[src/rtl/holder_pkg.sv]
// Shared types and constants for the weighted pulse holder.
package holder_pkg;

   typedef enum logic [1:0] {StIdle, StHold, StWaitRel} state_e;

   localparam int unsigned W_SEL0 = 88;
   localparam int unsigned W_SEL1 = 80;
   localparam int unsigned W_SEL2 = 56;
   localparam int unsigned W_SEL3 = 32;

   // Adds a and b, clamping the result to 2^w-1.
   function automatic logic [31:0] sat_add(input logic [31:0] a, input logic [31:0] b,
                                           input int unsigned w);
      logic [32:0] s;
      logic [32:0] lim;
      s   = {1'b0, a} + {1'b0, b};
      lim = (33'd1 << w) - 33'd1;
      return (s > lim) ? lim[31:0] : s[31:0];
   endfunction

endpackage

[src/rtl/tick_gen.sv]
// Prescaler: one-cycle tick every TICK_DIV sysclk cycles (TICK_DIV=1 ticks every cycle).
module tick_gen #(
   parameter int unsigned TICK_DIV = 5207
) (
   input  logic sysclk,
   input  logic rst_n,
   output logic tick
);

   localparam int unsigned PW = (TICK_DIV > 1) ? $clog2(TICK_DIV) : 1;
   localparam logic [PW-1:0] LAST = PW'(TICK_DIV - 1);

   logic [PW-1:0] pre_q, pre_d;

   assign tick = (pre_q == LAST);

   always_comb begin
      pre_d = tick ? '0 : pre_q + PW'(1);
   end

   always_ff @(posedge sysclk or negedge rst_n) begin
      if (!rst_n) pre_q <= '0;
      else        pre_q <= pre_d;
   end

endmodule

[src/rtl/weighted_pulse_holder.sv]
// Holds out high for a weighted number of prescaled ticks per trigger.
// Optional HOLDER_EXTEND_EN: a fresh trigger edge during a hold extends it.
module weighted_pulse_holder
   import holder_pkg::*;
#(
   parameter int unsigned N_SEL = 4,
   parameter int unsigned CNT_W = 9,
   parameter logic [N_SEL*CNT_W-1:0] WEIGHTS = {9'(W_SEL3), 9'(W_SEL2), 9'(W_SEL1), 9'(W_SEL0)},
   parameter int unsigned TICK_DIV = 5207
) (
   input  logic             sysclk,
   input  logic             rst_n,
   input  logic             trig,
   input  logic [N_SEL-1:0] sel,
   output logic             out,
   output logic             busy,
   output logic             done,
   output logic [CNT_W-1:0] total_o
);

   localparam int unsigned SUM_W = CNT_W + $clog2(N_SEL);

   logic             tick;
   state_e           state_q, state_d;
   logic [CNT_W-1:0] count_q, count_d;
   logic [CNT_W-1:0] total_q, total_d;
   logic             done_q, done_d;
   logic [SUM_W-1:0] sum_raw;
   logic [CNT_W-1:0] sum_sat;
   logic [CNT_W:0]   count_inc;
   logic             ext;

   tick_gen #(
      .TICK_DIV(TICK_DIV)
   ) u_tick_gen (
      .sysclk(sysclk),
      .rst_n (rst_n),
      .tick  (tick)
   );

   always_comb begin
      sum_raw = '0;
      for (int unsigned i = 0; i < N_SEL; i++) begin
         if (sel[i]) sum_raw = sum_raw + SUM_W'(WEIGHTS[i*CNT_W +: CNT_W]);
      end
      sum_sat = CNT_W'(sat_add(32'(sum_raw), 32'd0, CNT_W));
   end

   assign count_inc = {1'b0, count_q} + {{CNT_W{1'b0}}, 1'b1};

`ifdef HOLDER_EXTEND_EN
   logic trig_q, trig_d;

   assign trig_d = tick ? trig : trig_q;
   assign ext    = trig && !trig_q && (sel != '0);

   always_ff @(posedge sysclk or negedge rst_n) begin
      if (!rst_n) trig_q <= 1'b0;
      else        trig_q <= trig_d;
   end
`else
   assign ext = 1'b0;
`endif

   always_ff @(posedge sysclk or negedge rst_n) begin
      if (!rst_n) begin
         state_q <= StIdle;
         count_q <= '0;
         total_q <= '0;
         done_q  <= 1'b0;
      end else begin
         state_q <= state_d;
         count_q <= count_d;
         total_q <= total_d;
         done_q  <= done_d;
      end
   end

   always_comb begin
      state_d = state_q;
      count_d = count_q;
      total_d = total_q;
      done_d  = 1'b0;
      case (state_q)
         StIdle: begin
            if (tick && trig && (sel != '0) && (sum_sat != '0)) begin
               total_d = sum_sat;
               count_d = '0;
               state_d = StHold;
            end
         end
         StHold: begin
            if (tick) begin
               // An extension on the completion tick keeps the hold alive.
               if (ext) begin
                  total_d = CNT_W'(sat_add(32'(total_q), 32'(sum_sat), CNT_W));
                  count_d = count_inc[CNT_W-1:0];
               end else if (count_inc >= {1'b0, total_q}) begin
                  count_d = '0;
                  done_d  = 1'b1;
                  state_d = StWaitRel;
               end else begin
                  count_d = count_inc[CNT_W-1:0];
               end
            end
         end
         StWaitRel: begin
            if (tick && !trig) state_d = StIdle;
         end
         default: state_d = StIdle;
      endcase
   end

   always_comb begin
      out     = (state_q == StHold);
      busy    = (state_q != StIdle);
      done    = done_q;
      total_o = total_q;
   end

endmodule

[config.mk]
export PLATFORM = sky130hd
export DESIGN_NAME = weighted_pulse_holder
export DESIGN_NICKNAME = d
export VERILOG_FILES = /design/src/rtl/holder_pkg.sv /design/src/rtl/tick_gen.sv /design/src/rtl/weighted_pulse_holder.sv
export SDC_FILE = /design/constraint.sdc
export NUM_CORES = 1
export LEC_CHECK = 0
export BUFFER_PORTS_ARGS = -buffer_cell sky130_fd_sc_hd__buf_2
export CAP_MARGIN = 30
export CORE_MARGIN = 4
export CORE_UTILIZATION = 54
export DETAILED_ROUTE_END_ITERATION = 8
export GPL_ROUTABILITY_DRIVEN = 0
export GPL_TIMING_DRIVEN = 0
export PLACE_DENSITY = 0.78
export SLEW_MARGIN = 15
export SYNTH_ARGS = -nofsm -noshare
export SYNTH_HDL_FRONTEND = slang
export SYNTH_SLANG_ARGS = --single-unit
[constraint.sdc]
create_clock -name sysclk -period 2.2 [get_ports sysclk]
set_clock_uncertainty 0.1 [all_clocks]
set_input_delay 0.44 -clock sysclk [delete_from_list [all_inputs] [get_ports sysclk]]
set_output_delay 0.44 -clock sysclk [all_outputs]
set_load 0.005 [all_outputs]
==> impl_metrics.py, run 1 <==
metrics = {
    "pwr": {
        "ir_worst_vdd_uv": 398,
        "power_density_nw_per_um2": 405,
        "static-leakage-power_nw": 1.38,
        "fin_total_pwr_mw": 1.20,
    },
    "floorplan": {
        "die_height_um": 72.0,
        "top_level_ports": 19,
        "design.core.area_um2": 3970,
        "floorplan_row_count": 23,
        "floorplan.die_area_um2": 5190,
        "starting_density_of_the_core": 0.558,
        "dieWidth_um": 72.0,
    },
    "clock_network": {
        "cts.sinks": 32,
        "cts-root-buf": "sky130_fd_sc_hd__clkbuf_8",
        "clk-insertion-delay-late_ns": 0.29,
        "cts_inserted_buffers": 5,
        "cts.reportedPaths.clkPinSlew_ns": 0.07,
        "cts_tree": "done",
        "htree_num_levels": 2,
        "clock_tree.buffer_depth": 2,
    },
    "worst_setup_path": {
        "worstReg2RegEnd": "count_q[6]",
        "critical_path.max_fanout": 4,
        "timing.rr.start": "count_q[1]",
        "crit_path_start_kind": "register",
        "setup.worst_path.end_class": "register",
        "cp_data_required_time_ns": 2.26,
        "crit_type": "reg -> reg",
        "reg2reg_depth": 11,
        "critPathArrivalTime_ns": 2.56,
        "reg_to_reg_slack_setup_ns": -0.31,
    },
    "route": {
        "routed_wl_um": 5440,
        "post-route-drc-count": 0,
        "dr.pass1.iters": 5,
        "vias_per_cell": 5.79,
        "detail-route-antenna-nets": 0,
        "drt_first_iter_violations": 185,
        "route.detailed.wl_per_inst_um": 16.2,
        "dr_total_vias": 1940,
    },
    "timing": {
        "setup-violations-final": 19,
        "final.min_clock_period_ns": 2.51,
        "report.final.slew_viol_count": 0,
        "period_share": 1.14,
        "postLayoutSetupSlackWorst_ns": -0.305,
        "max_slew_margin": 0.470,
        "rsz0062_at_grt": "true",
        "actual_slew_at_the_worst_max_slew_pin_ns": 0.790,
        "fmax_mhz": 399,
        "final-hold-violation-count": 0,
        "hold_slack_ns": 0.0990,
    },
    "global_routing": {
        "via_count_of_the_first_global_routing_pass": 1786,
        "grt_antenna_before_repair": 0,
        "grt_start_max_net_pins": 33,
        "grt_pass1_wl_um": 8630,
        "globalRoute.totalOverflow": 0,
        "gr_util_all_layers": 0.212,
    },
    "synth": {
        "post_synth_most_frequent_cells": "sky130_fd_sc_hd__dfrtp_1 (32), sky130_fd_sc_hd__nand2_1 (20), sky130_fd_sc_hd__ha_1 (16), sky130_fd_sc_hd__nor2_1 (14), sky130_fd_sc_hd__o21ai_0 (13)",
        "synth.largest_area_cell": "sky130_fd_sc_hd__dfrtp_1",
        "syn_area_per_cell_um2": 9.67,
        "netlist_area_before_placement_um2": 2210,
        "sequential_area_share_after_synthesis": 0.362,
        "synth_enable_flop_cells": 0,
        "ys.flop_type": "sky130_fd_sc_hd__dfrtp_1",
        "ys_ff_latch": 32,
        "synthArstFlopShare": 1.00,
        "synth.most_common_cell": "sky130_fd_sc_hd__dfrtp_1",
        "postSynthCellCount": 229,
        "syn-num-nets": 252,
        "post_synth_main_area_contributors": "sky130_fd_sc_hd__dfrtp_1 (36%), sky130_fd_sc_hd__ha_1 (9.0%), sky130_fd_sc_hd__xnor2_1 (4.0%)",
        "synth_warnings": 0,
        "netlist.area_leader.share": 0.362,
        "synth.distinct_cells": 50,
    },
    "placed_design": {
        "numPortBuffers": 18,
        "dpl_wire_length_um": 3350,
        "total_placed_cells_including_tap_cells": 297,
    },
    "cells_and_area": {
        "antenna_cells_inserted": 0,
        "post_route_non_filler_standard_cell_count": 335,
        "layout.nets": 307,
        "area_growth_pct": 33.9,
        "post-route-util": 0.747,
        "drive_gt1_frac": 0.382,
        "n_fill_cell": 259,
    },
    "run_status": {
        "status": "finished, violations left",
        "failed_checks": "negative setup slack",
    },
    "job": {
        "max_cap_viol_count": 0,
    },
    "hold_path": {
        "min_path_type": "in -> async",
    },
}
-- layout by cell type (no fill, tap or decap), types with 5 or more instances in the layout --
master	instances
sky130_fd_sc_hd__and3_1	8
sky130_fd_sc_hd__ha_1	10
sky130_fd_sc_hd__buf_4	29
sky130_fd_sc_hd__inv_1	10
sky130_fd_sc_hd__nor2_1	14
sky130_fd_sc_hd__nand2_1	17
sky130_fd_sc_hd__o21ai_0	6
sky130_fd_sc_hd__buf_2	18
sky130_fd_sc_hd__xnor2_1	8
sky130_fd_sc_hd__o21a_1	5
sky130_fd_sc_hd__dfrtp_1	31
sky130_fd_sc_hd__o211ai_1	5
sky130_fd_sc_hd__buf_6	7
sky130_fd_sc_hd__nand3_1	6
sky130_fd_sc_hd__xor2_1	8
sky130_fd_sc_hd__o21ai_1	8
sky130_fd_sc_hd__clkbuf_8	7
-- worst max-delay path: stages, from the launching register on --
cell and delay, ns:
sky130_fd_sc_hd__dfrtp_1 0.41, sky130_fd_sc_hd__ha_2 0.20, sky130_fd_sc_hd__and3_4 0.19, sky130_fd_sc_hd__xor2_2 0.16, sky130_fd_sc_hd__ha_1 0.28, sky130_fd_sc_hd__nand2_1 0.06
sky130_fd_sc_hd__o211a_1 0.22, sky130_fd_sc_hd__o31a_1 0.16, sky130_fd_sc_hd__buf_4 0.17, sky130_fd_sc_hd__buf_4 0.13, sky130_fd_sc_hd__o2111ai_1 0.19, sky130_fd_sc_hd__o211ai_1 0.12
-- cell type report --
type	instances	area (µm²)	share of cell area
Buffer	9	68.8	0.0232
Clock buffer	7	86.3	0.0291
Clock inverter	1	7.51	0.00253
Inverter	12	62.6	0.0211
Multi-Input combinational cell	174	1510	0.508
Sequential cell	32	802	0.270
Tap cell	50	62.6	0.0211
Timing Repair Buffer	50	369	0.124
-- worst max-delay path by stage --
stage	start	end	slack, ns	cells after the start
CTS	count_q[1]	count_q[7]	-0.27	11
floorplan	sel[1]	total_o[3]	-0.31	10
finish	count_q[1]	count_q[6]	-0.31	11
global route	count_q[0]	count_q[7]	-0.42	10
detailed placement	sel[1]	total_o[3]	-0.64	11
global placement	sel[1]	total_o[4]	-0.63	11
-- cell families after synthesis --
kind of cell / after synthesis / synth area share
compound gates: 49 / 0.168
xor+xnor: 19 / 0.0751
fa+ha+maj: 16 / 0.0904
buf+inv: 23 / 0.0480
flops: 32 / 0.362
mux: 8 / 0.0435
simple gates: 82 / 0.213
-- layer usage --
layer / up-vias / wire length [µm] / global-route usage
met5: - / 0 / 0
li1: 922 / - / -
met1: 937 / 2390 / 0.287
met2: 72 / 2680 / 0.337
met3: 9 / 268 / 0.0402
met4: 0 / 108 / 0.0835
-- sequential cells by signal, indices dropped and copies added, names as in the netlist --
signal	count
state_q	2
count_q	9
done	1
total_o	7
u_tick_gen.pre_q	13
-- metrics by stage --
| step | setup TNS [ns] | setup slack, ns | cell area [µm²] |
|---|---|---|---|
| after global routing | -5.18 | -0.421 | 2970 |
| final | -3.58 | -0.305 | 2970 |
| after detailed placement | -9.67 | -0.636 | 2490 |
| after global placement | -9.39 | -0.630 | 2490 |
| after CTS | -2.48 | -0.268 | 2810 |
| after floorplan | -2.57 | -0.311 | 2340 |
-- repair_timing --
| action | CTS | global route |
|---|---|---|
| gates resized for setup | 19 | 14 |
| pin swaps | 16 | 19 |
| setup endpoints to repair | 19 | 19 |
| setup buffers | 21 | 11 |
| hold buffers | 0 | 0 |
| cloned | 0 | 0 |
-- report_power, final --
part | internal [mW] | total [mW] | leakage, nW | switching [mW]
Combinational | 0.0672 | 0.142 | 0.956 | 0.0749
Clock | 0.254 | 0.470 | 0.0445 | 0.216
Sequential | 0.588 | 0.588 | 0.379 | 0
Total | 0.909 | 1.20 | 1.38 | 0.290
Power figures use the tool's default switching activity.
==> run 2, diff against run 1 <==
CORE_UTILIZATION = 50   (was 54)
PLACE_DENSITY = 0.73   (was 0.78)
==> impl_metrics.py, run 2 (synthesized netlist as in run 1, its figures left out) <==
metrics = {
    "cells_and_area": {
        "drive_gt1_frac": 0.347,
        "most-common-layout-cells": "sky130_fd_sc_hd__dfrtp_1 (32), sky130_fd_sc_hd__buf_4 (19), sky130_fd_sc_hd__buf_2 (18)",
        "post-route-util": 0.690,
        "layout.nets": 296,
        "stdcell_area_um2": 2860,
        "largest_register_ffs": 13,
        "largest-register": "u_tick_gen.pre_q",
        "area_growth_pct": 29.2,
        "post_route_non_filler_standard_cell_count": 324,
        "n_fill_cell": 338,
        "layout_commonest_cell": "sky130_fd_sc_hd__dfrtp_1",
        "antenna_cells_inserted": 0,
    },
    "worst_setup_path": {
        "reg2reg_depth": 11,
        "cp_cell_sequence": "ha_4, and3_4, xor2_1, ha_1, nand2_1, o211a_1, o31a_1, buf_4, buf_6, o2111ai_1, o211ai_1",
        "cp_data_required_time_ns": 2.25,
        "crit_type": "reg -> reg",
        "setup.worst_path.start": "count_q[0]",
        "worstReg2RegEnd": "count_q[5]",
        "crit_path_start_kind": "register",
        "reg_to_reg_slack_setup_ns": -0.41,
        "timing.rr.start": "count_q[0]",
        "critical_path.slowest_cell": "sky130_fd_sc_hd__dfrtp_1",
        "setup.worst_path.end_class": "register",
        "critical_path.max_stage_delay_ns": 0.43,
        "critical_path.max_fanout": 4,
        "critPathArrivalTime_ns": 2.66,
    },
    "clock_network": {
        "cts.reportedPaths.clkPinSlew_ns": 0.07,
        "cts_inserted_buffers": 5,
        "clock_tree.buffer_depth": 2,
        "clk-insertion-delay-late_ns": 0.29,
        "cts.sinks": 32,
        "cts_tree": "done",
        "cts-root-buf": "sky130_fd_sc_hd__clkbuf_8",
        "htree_num_levels": 2,
    },
    "timing": {
        "period_share": 1.19,
        "fmax_mhz": 383,
        "actual_slew_at_the_worst_max_slew_pin_ns": 0.725,
        "max_slew_margin": 0.517,
        "setup-violations-final": 19,
        "final.min_clock_period_ns": 2.61,
        "final-hold-violation-count": 0,
        "postLayoutSetupSlackWorst_ns": -0.412,
        "rsz0062_at_grt": "true",
        "report.final.slew_viol_count": 0,
    },
    "global_routing": {
        "gr_util_all_layers": 0.191,
        "grt_start_max_net_pins": 33,
        "via_count_of_the_first_global_routing_pass": 1729,
        "grt_pass1_wl_um": 8200,
        "grt_antenna_before_repair": 0,
        "globalRoute.totalOverflow": 0,
    },
    "placed_design": {
        "numPortBuffers": 18,
        "dpl_wire_length_um": 3370,
        "place_area_um2": 2490,
        "total_placed_cells_including_tap_cells": 297,
        "pre_cts_ws_ns": -0.642,
    },
    "route": {
        "dr_total_vias": 1854,
        "routed_wl_um": 5090,
        "detail-route-antenna-nets": 0,
        "route.detailed.wl_per_inst_um": 15.7,
        "drt_first_iter_violations": 98,
        "route.top_layer_used": "met4",
        "drt-met1-wl_um": 2390,
        "dr.pass1.iters": 4,
        "met2_length_um": 2430,
        "post-route-drc-count": 0,
        "vias_per_cell": 5.72,
        "route.met3.wl_um": 229,
    },
    "floorplan": {
        "top_level_ports": 19,
        "dieWidth_um": 74.6,
        "starting_density_of_the_core": 0.534,
        "die_height_um": 74.6,
        "design.core.area_um2": 4140,
        "floorplan_row_count": 23,
        "floorplan.die_area_um2": 5560,
    },
    "pwr": {
        "fin_total_pwr_mw": 1.28,
        "ir_worst_vdd_uv": 320,
        "power_density_nw_per_um2": 448,
        "static-leakage-power_nw": 1.32,
    },
    "hold_path": {
        "min_path_type": "in -> async",
    },
    "run_status": {
        "status": "finished, violations left",
        "failed_checks": "negative setup slack",
    },
    "job": {
        "max_cap_viol_count": 0,
    },
}
==> run 2: changes by cell type in the layout (fill, tap and decap cells not counted), sizes merged <==
cell    delta
clkinv     +1
clkbuf     -2
bufinv     +1
buf       -11
==> run 2: final cells by class <==
type | count | area, µm² | share of cell area
Multi-Input combinational cell | 174 | 1480 | 0.516
Clock inverter | 3 | 42.5 | 0.0149
Sequential cell | 32 | 801 | 0.280
Buffer | 9 | 60.1 | 0.0210
Clock buffer | 5 | 68.8 | 0.0241
Tap cell | 50 | 62.6 | 0.0219
Inverter | 12 | 65.1 | 0.0227
Timing Repair Buffer | 39 | 284 | 0.0993
==> run 2: worst max-delay path: cells and delay by family, from the launching register on <==
family / cells / cell delay, ns
compound gates: 4 / 0.75
xor+xnor: 1 / 0.17
fa+ha+maj: 2 / 0.49
buf+inv: 2 / 0.27
flops: 1 / 0.43
simple gates: 2 / 0.26
==> run 2: timing repair <==
action,4_1_cts,5_1_grt
pin swaps,13,5
endpoints found under the setup margin,19,19
buffers inserted,17,4
hold buffers,0,0
gates resized for setup,22,6
==> run 2: worst max-delay path by stage <==
| stage | to |
|---|---|
| detailed placement | total_o[6] |
| floorplan | total_o[3] |
| global placement | total_o[6] |
| finish | count_q[5] |
| CTS | count_q[7] |
| global route | count_q[5] |
==> run 2: report_power, final <==
| group | total (mW) | internal, mW | switching (mW) |
|---|---|---|---|
| logic | 0.133 | 0.0583 | 0.0743 |
| registers | 0.588 | 0.588 | 0 |
| clock network | 0.560 | 0.335 | 0.225 |
==> run 2: per-layer routing <==
metal / vias up / GRT usage
met5: - / 0
met4: 0 / 0.0514
met3: 4 / 0.0324
met2: 40 / 0.300
met1: 912 / 0.271
li1: 898 / -
==> run 2: metrics by stage <==
stage	TNS (ns)	hold WS, ns
after global placement	-9.43	0.377
after floorplan	-2.57	0.0444
final	-3.48	0.103
after detailed placement	-9.76	0.385
after global routing	-5.05	0.158
after CTS	-3.10	0.121
==> run 3, diff against run 2 <==
BUFFER_PORTS_ARGS = -buffer_cell sky130_fd_sc_hd__buf_4   (was -buffer_cell sky130_fd_sc_hd__buf_2)
==> impl_metrics.py, run 3 (synthesized netlist as in run 1, its figures left out) <==
metrics = {
    "hold_path": {
        "min_path_type": "reg -> reg",
    },
    "cells_and_area": {
        "stdcell_area_um2": 2900,
        "area_growth_pct": 30.7,
        "largest-register": "u_tick_gen.pre_q",
        "drive_gt1_frac": 0.354,
        "layout_commonest_cell": "sky130_fd_sc_hd__buf_4",
        "post_route_non_filler_standard_cell_count": 321,
        "post-route-util": 0.699,
        "antenna_cells_inserted": 0,
        "largest_register_ffs": 13,
        "most-common-layout-cells": "sky130_fd_sc_hd__buf_4 (33), sky130_fd_sc_hd__dfrtp_1 (31), sky130_fd_sc_hd__nand2_1 (17)",
        "layout.nets": 293,
    },
    "timing": {
        "final.min_clock_period_ns": 2.51,
        "period_share": 1.14,
        "rsz0062_at_grt": "true",
        "setup_tns_after_final_layout_ns": -2.86,
        "max_slew_margin": 0.535,
        "hold_slack_ns": 0.395,
        "setup-violations-final": 16,
        "fmax_mhz": 399,
        "postLayoutSetupSlackWorst_ns": -0.308,
        "actual_slew_at_the_worst_max_slew_pin_ns": 0.693,
        "final-hold-violation-count": 0,
        "report.final.slew_viol_count": 0,
    },
    "pwr": {
        "switchingPower_mw": 0.307,
        "ir_worst_vdd_uv": 324,
        "clock_power_share": 0.435,
        "fin_total_pwr_mw": 1.30,
        "power_density_nw_per_um2": 449,
        "sw_ratio": 0.236,
        "static-leakage-power_nw": 1.33,
        "combinational_fraction_of_design_power": 0.113,
        "seq_power_share": 0.452,
        "p_int_mw": 0.993,
    },
    "clock_network": {
        "cts.sinks": 32,
        "cts_tree": "done",
        "clock_tree.buffer_depth": 2,
        "cts_inserted_buffers": 5,
        "cts-root-buf": "sky130_fd_sc_hd__clkbuf_8",
        "htree_num_levels": 2,
        "clk-insertion-delay-late_ns": 0.29,
        "cts.reportedPaths.clkPinSlew_ns": 0.07,
    },
    "worst_setup_path": {
        "setup.worst_path.end_class": "register",
        "crit_type": "reg -> reg",
        "critical_path.max_fanout": 5,
        "critPathArrivalTime_ns": 2.63,
        "crit_path_start_kind": "register",
        "cp_data_required_time_ns": 2.32,
    },
    "placed_design": {
        "numPortBuffers": 18,
        "pre_cts_ws_ns": -0.599,
        "dpl_wire_length_um": 3290,
        "total_placed_cells_including_tap_cells": 297,
        "place_area_um2": 2540,
    },
    "route": {
        "route.detailed.wl_per_inst_um": 15.1,
        "drt_first_iter_violations": 63,
        "dr.pass1.iters": 4,
        "vias_per_cell": 5.58,
        "dr_total_vias": 1792,
        "routed_wl_um": 4860,
        "detail-route-antenna-nets": 0,
        "post-route-drc-count": 0,
    },
    "global_routing": {
        "gr_util_all_layers": 0.193,
        "grt_antenna_before_repair": 0,
        "grt_start_max_net_pins": 33,
        "grt_pass1_wl_um": 8140,
        "globalRoute.totalOverflow": 0,
        "via_count_of_the_first_global_routing_pass": 1750,
    },
    "floorplan": {
        "design.core.area_um2": 4140,
        "dieWidth_um": 74.6,
        "floorplan_row_count": 23,
        "die_height_um": 74.6,
        "top_level_ports": 19,
        "floorplan.die_area_um2": 5560,
        "starting_density_of_the_core": 0.534,
    },
    "job": {
        "max_cap_viol_count": 0,
    },
    "run_status": {
        "failed_checks": "negative setup slack",
        "status": "finished, violations left",
    },
}
-- run 3: cell types whose count changed in the layout (fill, tap and decap cells not counted), moves of 2 or more --
cell / change
sky130_fd_sc_hd__buf_2: -16
sky130_fd_sc_hd__buf_4: +14
sky130_fd_sc_hd__buf_6: -4
sky130_fd_sc_hd__o21ai_1: -2
-- run 3: timing repair --
action,4_1_cts,5_1_grt
pin swaps,10,8
buffers inserted,14,3
gates resized for setup,13,13
hold buffers,1,0
hold endpoints to repair,32,0
endpoints found under the setup margin,19,19
-- run 3: area by class of cell --
| cell class | instances | area [µm²] |
|---|---|---|
| Buffer | 9 | 56.3 |
| Inverter | 12 | 65.1 |
| Timing Repair Buffer | 36 | 313 |
| Clock buffer | 5 | 68.8 |
| Fill cell | 328 | 1250 |
| Clock inverter | 3 | 42.5 |
| Multi-Input combinational cell | 174 | 1490 |
| Sequential cell | 32 | 802 |
| Tap cell | 50 | 62.6 |
-- run 3: worst paths after layout --
check / from / end / slack (ns) / cells after the start
max in group asynchronous: rst_n / count_q[4] / 1.16 / 2
min: u_tick_gen.pre_q[8] / u_tick_gen.pre_q[8] / 0.40 / 1
min reg2reg: u_tick_gen.pre_q[8] / u_tick_gen.pre_q[8] / 0.40 / 1
min in group asynchronous: rst_n / count_q[1] / 0.52 / 2
max: count_q[1] / count_q[1] / -0.31 / 12
max reg2reg: count_q[1] / count_q[1] / -0.31 / 12
-- run 3: power by group through the flow --
stage	Combinational, mW	Sequential [mW]	Clock (mW)
2_1_floorplan	0.0807	0.599	0
3_3_place_gp	0.120	0.599	0
3_5_place_dp	0.122	0.599	0
4_1_cts	0.139	0.588	0.581
5_1_grt	0.161	0.588	0.608
6_report	0.147	0.588	0.565
-- run 3: layer usage --
metal	part of all wire	GRT usage
met5	0	0
met4	0.016	0.0593
met3	0.043	0.0446
met2	0.45	0.300
met1	0.49	0.266
-- run 3: critical path, cell delays in order, from the launching register on --
cell                       delay [ns]
sky130_fd_sc_hd__dfrtp_1         0.39
sky130_fd_sc_hd__and2_4          0.17
sky130_fd_sc_hd__and4_4          0.25
sky130_fd_sc_hd__nand3_4         0.10
sky130_fd_sc_hd__xnor2_2         0.16
sky130_fd_sc_hd__ha_2            0.21
sky130_fd_sc_hd__a211oi_2        0.15
sky130_fd_sc_hd__o211a_1         0.17
sky130_fd_sc_hd__o31a_1          0.24
sky130_fd_sc_hd__o211ai_1        0.11
sky130_fd_sc_hd__buf_4           0.17
sky130_fd_sc_hd__buf_4           0.13
sky130_fd_sc_hd__o21ai_2         0.10
